File: config.mk
export PLATFORM = sky130hd
export DESIGN_NAME = multicycle_controller
export DESIGN_NICKNAME = d
export VERILOG_FILES = /design/src/rtl/multicycle_controller.sv
export SDC_FILE = /design/constraint.sdc
export NUM_CORES = 1
export LEC_CHECK = 0
export CAP_MARGIN = 20
export CELL_PAD_IN_SITES_DETAIL_PLACEMENT = 1
export CELL_PAD_IN_SITES_GLOBAL_PLACEMENT = 1
export CORE_UTILIZATION = 36
export CTS_CLUSTER_SIZE = 8
export DETAILED_ROUTE_END_ITERATION = 10
export PLACE_DENSITY = 0.81
export SYNTH_ARGS = -nofsm -noshare
export SYNTH_HDL_FRONTEND = slang
export SYNTH_SLANG_ARGS = --single-unit
File: constraint.sdc
create_clock -name clk -period 3.02 [get_ports clk]
set_input_delay 0.755 -clock clk [delete_from_list [all_inputs] [get_ports clk]]
set_output_delay 0.755 -clock clk [all_outputs]
set_load 0.01 [all_outputs]
File: src/rtl/multicycle_controller.sv
// multicycle_controller
//   Moore FSM that sequences the multicycle datapath. Every control strobe is
//   decoded from the state being entered and registered, so the outputs always
//   reflect the current state. It also counts retired instructions.
//
//   Optional feature: define ILLEGAL_TRAP_EN to trap unknown opcodes into a
//   sticky HALT state (halted = 1 until reset). Without it, unknown opcodes
//   retire as NOPs and halted is held at 0.

module multicycle_controller #(
  parameter int unsigned CNT_WIDTH = 32,
  parameter logic [5:0]  OP_RTYPE  = 6'b000000,
  parameter logic [5:0]  OP_LW     = 6'b100011,
  parameter logic [5:0]  OP_SW     = 6'b101011,
  parameter logic [5:0]  OP_BEQ    = 6'b000100,
  parameter logic [5:0]  OP_J      = 6'b000010,
  parameter logic [5:0]  OP_ADDI   = 6'b001000
) (
  input  logic                 clk,
  input  logic                 reset,
  input  logic [5:0]           opCode,
  output logic                 PCWriteCond,
  output logic                 PCWrite,
  output logic                 IorD,
  output logic                 MemRead,
  output logic                 MemWrite,
  output logic                 MemtoReg,
  output logic                 IRWrite,
  output logic [1:0]           PCSource,
  output logic [1:0]           ALUOp,
  output logic [1:0]           ALUSrcB,
  output logic                 ALUSrcA,
  output logic                 RegWrite,
  output logic                 RegDst,
  output logic [3:0]           state,
  output logic [CNT_WIDTH-1:0] instr_count,
  output logic                 halted
);

  // State encodings are visible on the debug port, so they are fixed values.
  typedef enum logic [3:0] {
    S_FETCH         = 4'd0,
    S_FETCH_WAIT    = 4'd1,
    S_DECODE        = 4'd2,
    S_MEM_ADDR      = 4'd3,
    S_MEM_READ      = 4'd4,
    S_MEM_READ_WAIT = 4'd5,
    S_MEM_WRITE     = 4'd6,
    S_R_EXEC        = 4'd7,
    S_R_WB          = 4'd8,
    S_BRANCH        = 4'd9,
    S_JUMP          = 4'd10,
    S_ADDI_EXEC     = 4'd11,
    S_ADDI_WB       = 4'd12,
    S_HALT          = 4'd13
  } state_t;

  // Full set of datapath control strobes, registered as one vector.
  typedef struct packed {
    logic       pc_write_cond;
    logic       pc_write;
    logic       iord;
    logic       mem_read;
    logic       mem_write;
    logic       mem_to_reg;
    logic       ir_write;
    logic [1:0] pc_source;
    logic [1:0] alu_op;
    logic [1:0] alu_src_b;
    logic       alu_src_a;
    logic       reg_write;
    logic       reg_dst;
  } ctrl_t;

  localparam ctrl_t CTRL_NONE = 16'h0000;
  localparam logic [CNT_WIDTH-1:0] CNT_ZERO = {CNT_WIDTH{1'b0}};
  localparam logic [CNT_WIDTH-1:0] CNT_ONE  = {{(CNT_WIDTH-1){1'b0}}, 1'b1};

`ifdef ILLEGAL_TRAP_EN
  localparam state_t ILLEGAL_DEST = S_HALT;
`else
  localparam state_t ILLEGAL_DEST = S_FETCH;
`endif

  // Control strobes asserted in a given state; anything not listed stays 0.
  function automatic ctrl_t ctrl_decode(input state_t s);
    ctrl_t c;
    c = CTRL_NONE;
    case (s)
      S_FETCH: begin
        c.mem_read = 1'b1;
        c.iord     = 1'b0;
      end
      S_FETCH_WAIT: begin
        // IR captures the RAM word while the ALU forms PC + 1.
        c.ir_write  = 1'b1;
        c.alu_src_a = 1'b0;
        c.alu_src_b = 2'b01;
        c.alu_op    = 2'b00;
        c.pc_source = 2'b00;
        c.pc_write  = 1'b1;
      end
      S_DECODE: begin
        // Speculative branch target lands in ALUOut for BRANCH.
        c.alu_src_a = 1'b0;
        c.alu_src_b = 2'b11;
        c.alu_op    = 2'b00;
      end
      S_MEM_ADDR: begin
        c.alu_src_a = 1'b1;
        c.alu_src_b = 2'b10;
        c.alu_op    = 2'b00;
      end
      S_MEM_READ: begin
        c.mem_read = 1'b1;
        c.iord     = 1'b1;
      end
      S_MEM_READ_WAIT: begin
        // RAM data is valid one cycle after the read address.
        c.reg_write  = 1'b1;
        c.mem_to_reg = 1'b1;
        c.reg_dst    = 1'b0;
      end
      S_MEM_WRITE: begin
        c.mem_write = 1'b1;
        c.iord      = 1'b1;
      end
      S_R_EXEC: begin
        c.alu_src_a = 1'b1;
        c.alu_src_b = 2'b00;
        c.alu_op    = 2'b10;
      end
      S_R_WB: begin
        c.reg_write  = 1'b1;
        c.reg_dst    = 1'b1;
        c.mem_to_reg = 1'b0;
      end
      S_BRANCH: begin
        c.alu_src_a     = 1'b1;
        c.alu_src_b     = 2'b00;
        c.alu_op        = 2'b01;
        c.pc_write_cond = 1'b1;
        c.pc_source     = 2'b01;
      end
      S_JUMP: begin
        c.pc_write  = 1'b1;
        c.pc_source = 2'b10;
      end
      S_ADDI_EXEC: begin
        c.alu_src_a = 1'b1;
        c.alu_src_b = 2'b10;
        c.alu_op    = 2'b00;
      end
      S_ADDI_WB: begin
        c.reg_write  = 1'b1;
        c.reg_dst    = 1'b0;
        c.mem_to_reg = 1'b0;
      end
      S_HALT: begin
        c = CTRL_NONE;
      end
      default: begin
        c = CTRL_NONE;
      end
    endcase
    return c;
  endfunction

  state_t                 state_r;
  state_t                 state_next_s;
  ctrl_t                  ctrl_r;
  logic [CNT_WIDTH-1:0]   count_r;
  logic                   halted_r;
  logic                   retire_s;
  logic                   halt_next_s;

  // Next-state selection; opCode only matters in DECODE and MEM_ADDR.
  always_comb begin
    state_next_s = S_FETCH;
    case (state_r)
      S_FETCH:      state_next_s = S_FETCH_WAIT;
      S_FETCH_WAIT: state_next_s = S_DECODE;
      S_DECODE: begin
        case (opCode)
          OP_LW:    state_next_s = S_MEM_ADDR;
          OP_SW:    state_next_s = S_MEM_ADDR;
          OP_RTYPE: state_next_s = S_R_EXEC;
          OP_BEQ:   state_next_s = S_BRANCH;
          OP_J:     state_next_s = S_JUMP;
          OP_ADDI:  state_next_s = S_ADDI_EXEC;
          default:  state_next_s = ILLEGAL_DEST;
        endcase
      end
      S_MEM_ADDR: begin
        if (opCode == OP_LW) begin
          state_next_s = S_MEM_READ;
        end else begin
          state_next_s = S_MEM_WRITE;
        end
      end
      S_MEM_READ:      state_next_s = S_MEM_READ_WAIT;
      S_MEM_READ_WAIT: state_next_s = S_FETCH;
      S_MEM_WRITE:     state_next_s = S_FETCH;
      S_R_EXEC:        state_next_s = S_R_WB;
      S_R_WB:          state_next_s = S_FETCH;
      S_BRANCH:        state_next_s = S_FETCH;
      S_JUMP:          state_next_s = S_FETCH;
      S_ADDI_EXEC:     state_next_s = S_ADDI_WB;
      S_ADDI_WB:       state_next_s = S_FETCH;
      S_HALT:          state_next_s = S_HALT;
      // Encodings 14/15 cannot be reached; recover to FETCH if ever seen.
      default:         state_next_s = S_FETCH;
    endcase
  end

  // An instruction retires when the FSM returns to FETCH; a trap never does.
  always_comb begin
    retire_s = 1'b0;
    if ((state_next_s == S_FETCH) && (state_r != S_FETCH)) begin
      retire_s = 1'b1;
    end else begin
      retire_s = 1'b0;
    end
  end

  // Sticky trap flag follows the state being entered.
  always_comb begin
    halt_next_s = 1'b0;
`ifdef ILLEGAL_TRAP_EN
    if (state_next_s == S_HALT) begin
      halt_next_s = 1'b1;
    end else begin
      halt_next_s = 1'b0;
    end
`else
    halt_next_s = 1'b0;
`endif
  end

  // State, registered controls, retire counter and trap flag.
  always_ff @(posedge clk) begin
    if (reset) begin
      // Reset wins over any in-flight transition: nothing retires or writes.
      state_r  <= S_FETCH;
      ctrl_r   <= ctrl_decode(S_FETCH);
      count_r  <= CNT_ZERO;
      halted_r <= 1'b0;
    end else begin
      state_r  <= state_next_s;
      ctrl_r   <= ctrl_decode(state_next_s);
      halted_r <= halt_next_s;
      if (retire_s) begin
        count_r <= count_r + CNT_ONE;
      end else begin
        count_r <= count_r;
      end
    end
  end

  assign PCWriteCond = ctrl_r.pc_write_cond;
  assign PCWrite     = ctrl_r.pc_write;
  assign IorD        = ctrl_r.iord;
  assign MemRead     = ctrl_r.mem_read;
  assign MemWrite    = ctrl_r.mem_write;
  assign MemtoReg    = ctrl_r.mem_to_reg;
  assign IRWrite     = ctrl_r.ir_write;
  assign PCSource    = ctrl_r.pc_source;
  assign ALUOp       = ctrl_r.alu_op;
  assign ALUSrcB     = ctrl_r.alu_src_b;
  assign ALUSrcA     = ctrl_r.alu_src_a;
  assign RegWrite    = ctrl_r.reg_write;
  assign RegDst      = ctrl_r.reg_dst;
  assign state       = state_r;
  assign instr_count = count_r;
  assign halted      = halted_r;

endmodule

==> results.md <==
- Status: finished, final reports clean
- Clk_lat worst skew: 300 ps
- Synth area leaders: dfxtp_1 (40%), a21oi_1 (5.4%), nor2_1 (4.2%)
- R2R depth: 7
- YS warnings: 0
- Cell Pwr Density: 397.4 nW/um2
- RR Endpoint: instr_count[17]$_SDFFE_PP0P_
- GR Util All Layers: 0.2123
- Final Hold Viols: 0
- Crit start category: primary input
- Crit-path cells: clkdlybuf4s50_1, nor4b_4, nand4_1, a32o_2, or4_4, or3_1, a21oi_1
- Pleak: 0.001190 uW
- Initial Util: 0.3713
- Full die area: 7345 um2
- Max Root-Sink Buffers: 2
- Ports: 61
- Layout cells sized above 1: 0.1516
- DRT iter0 DRCs: 135
- Busiest grt layer: met2
- Routed Antenna Nets: 0
- Max incr delay on CP: 580 ps
- Row Count: 30
- First-pass GRT wire length: 12530 um
- Num CTS Buffers: 5
- Area Overhead vs Synth: 35.47%
- R2r setup slk: 460 ps
- Commonest non-fill, non-tap cells in the layout: clkdlybuf4s50_1 (59), dfxtp_1 (51), buf_4 (31), nor2_1 (28), a21oi_1 (27)
- CTS Sinks: 51
- Clock transition at path regs: 100 ps
- Place WS: -180.3 ps
- Leading cell type in the layout, fill and taps excluded: clkdlybuf4s50_1
- Slew @ Worst Pin: 625.4 ps
- Antenna violations before repair: 0
- Sequential fraction of the synthesis area: 0.4048
- Max Slew Vio Count: 0
- Hold path depth: 2
- # resized after CTS: 0
- Largest net degree at the start of global routing: 19
- Crit end category: flop
- Vias in the first global route: 2531
- M1 GR Usage: 0.2725
- Post-CTS Setup Bufs: 0
- WS Path Type: in2reg
- M2 GR Usage: 0.3804
- Top FF cell, synth: dfxtp_1
- Grt met3 use: 0.02599
- Arrival time worst endpoint: 3130 ps
- DRT Wirelength: 7397 um
- Tcrit/Tclk final: 0.9598
- Total grt overflow: 0
- Layout net count: 384
- Syn avg cell area: 8.522 um2
- 1st-pass router iterations: 4
- Vias per cell: 5.413
- RSZ-0062 raised after global routing: no
- Synth top area share: 0.4048
- CTS tree: built
- Cell with the largest stage delay on the worst path: or4_4
- Clock Root Buffer: clkbuf_8
- Peak VDD IR: 0.2523 mV
- Req. time, crit path: 3260 ps
- Final Non-Filler Cells: 472
- Max FO, Critical Path: 6
- Ys async rst share: 0
- Placed cells: 464
- H-tree levels: 2
- Min-delay src: instr_count[31]$_SDFFE_PP0P_
- Port bufs: 59
- Post-synth EDFFs: 0
- DR vias: 2555
- Final min period: 2899 ps
- Final setup vio count: 0
- Layout Skew: 9.303 ps
- Die Y: 85.71 um
- Layout fillers: 817
- Cell taking the most area after synthesis: dfxtp_1
- Placer Congestion: 0.8883
- RR Startpoint: state[0]$_SDFF_PP0_
- Hpwl dp: 5701 um
- Achievable frequency: 345.0 MHz
- Ant diodes: 0
- Post-CTS Hold Fix Bufs: 0
- Core ar.: 6794 um2
- HP Class: reg2reg
- Slew HR: 0.5799
- Synthesized instance count: 296
- Die span in x: 85.71 um
- Max-Cap Viols: 0
- Hold path endpoint: instr_count[31]$_SDFFE_PP0P_
- Synth Register Bits: 51
- Post-Syn Nets: 305
- Routed length per instance: 15.67 um
- Final WS setup: 121.4 ps
- DRC: 0
- Synthesized cell area: 2522 um2
- Post-synth cell types: 56
kinds of logic after synthesis:
group	share of synthesized area
xor+xnor	0.03472
buf+inv	0.06498
simple gates	0.2946
compound gates	0.1820
mux	0.008432
flops	0.4048
other cells	0.001487
fa+ha+maj	0.008928
Yosys cell counts (all sizes together) (5+ instances only):
master	instances
nor2	28
a21oi	27
inv	8
nand4	11
nor3	7
nor4	9
a211oi	5
xnor2	6
or3	12
o21ai	14
dfxtp	51
a31o	5
nand2	26
buf	13
nand3	14
worst max-delay path: cells and delay by family:
family | cells | cell delay [ps]
AND/OR/NAND/NOR | 4 | 1360
buffers and inverters | 1 | 520
AO/OA/AOI/OAI | 2 | 480
metal layers:
metal  vias to the layer above  share of wire
li1                       1244              -
met1                      1249           0.45
met2                        56           0.51
met3                         6          0.029
met4                         0         0.0085
met5                         -              0
state kept, by name, summed over array words and instances, names as in the netlist:
name / cells
IRWrite: 1
IorD: 1
instr_count: 32
MemRead: 1
PCSource: 1
MemWrite: 1
RegDst: 1
ALUOp: 2
PCWrite: 1
MemtoReg: 1
RegWrite: 1
ALUSrcB: 2
PCWriteCond: 1
ALUSrcA: 1
state: 4
cell type report:
type	count	area, um2	share of cell area
Multi-Input combinational cell	219	1338	0.3914
Sequential cell	51	1021	0.2988
Timing Repair Buffer	90	823.3	0.2409
Tap cell	96	120.1	0.03515
Clock buffer	6	72.57	0.02124
Inverter	8	30.03	0.008788
Clock inverter	2	12.51	0.003662
power by group:
part           internal, uW  switching [uW]  leakage, uW  total, uW
Sequential              693            23.9     0.000413        716
Combinational           125             134     0.000736        259
Clock                   162             220    0.0000412        383
stage by stage:
| step | util | instance area [um2] | setup TNS [ps] | hold WS, ps | total power, uW |
|---|---|---|---|---|---|
| 5_1_grt | 0.5029 | 3417 | 0 | 527.8 | 1424 |
| 4_1_cts | 0.5029 | 3417 | 0 | 497.4 | 1369 |
| 6_report | 0.5029 | 3417 | 0 | 496.1 | 1358 |
| 3_3_place_gp | 0.4904 | 3332 | -697.3 | 473.6 | 975.5 |
| 2_1_floorplan | - | 2522 | 0 | 497.5 | 861.6 |
| 3_5_place_dp | 0.4904 | 3332 | -2066 | 484.2 | 988.9 |
worst max-delay path by stage:
stage                         start  depth (start not counted)  slack, ps                            to
after global routing      opCode[3]                          7          6  instr_count[17]$_SDFFE_PP0P_
final                     opCode[3]                          7        120  instr_count[17]$_SDFFE_PP0P_
after global placement    opCode[3]                          9       -140  instr_count[16]$_SDFFE_PP0P_
after floorplan           opCode[3]                          8        290  instr_count[17]$_SDFFE_PP0P_
after detailed placement  opCode[3]                          7       -180  instr_count[17]$_SDFFE_PP0P_
after CTS                 opCode[3]                          7        130  instr_count[15]$_SDFFE_PP0P_
No activity file was read; power rests on OpenSTA's default activity.
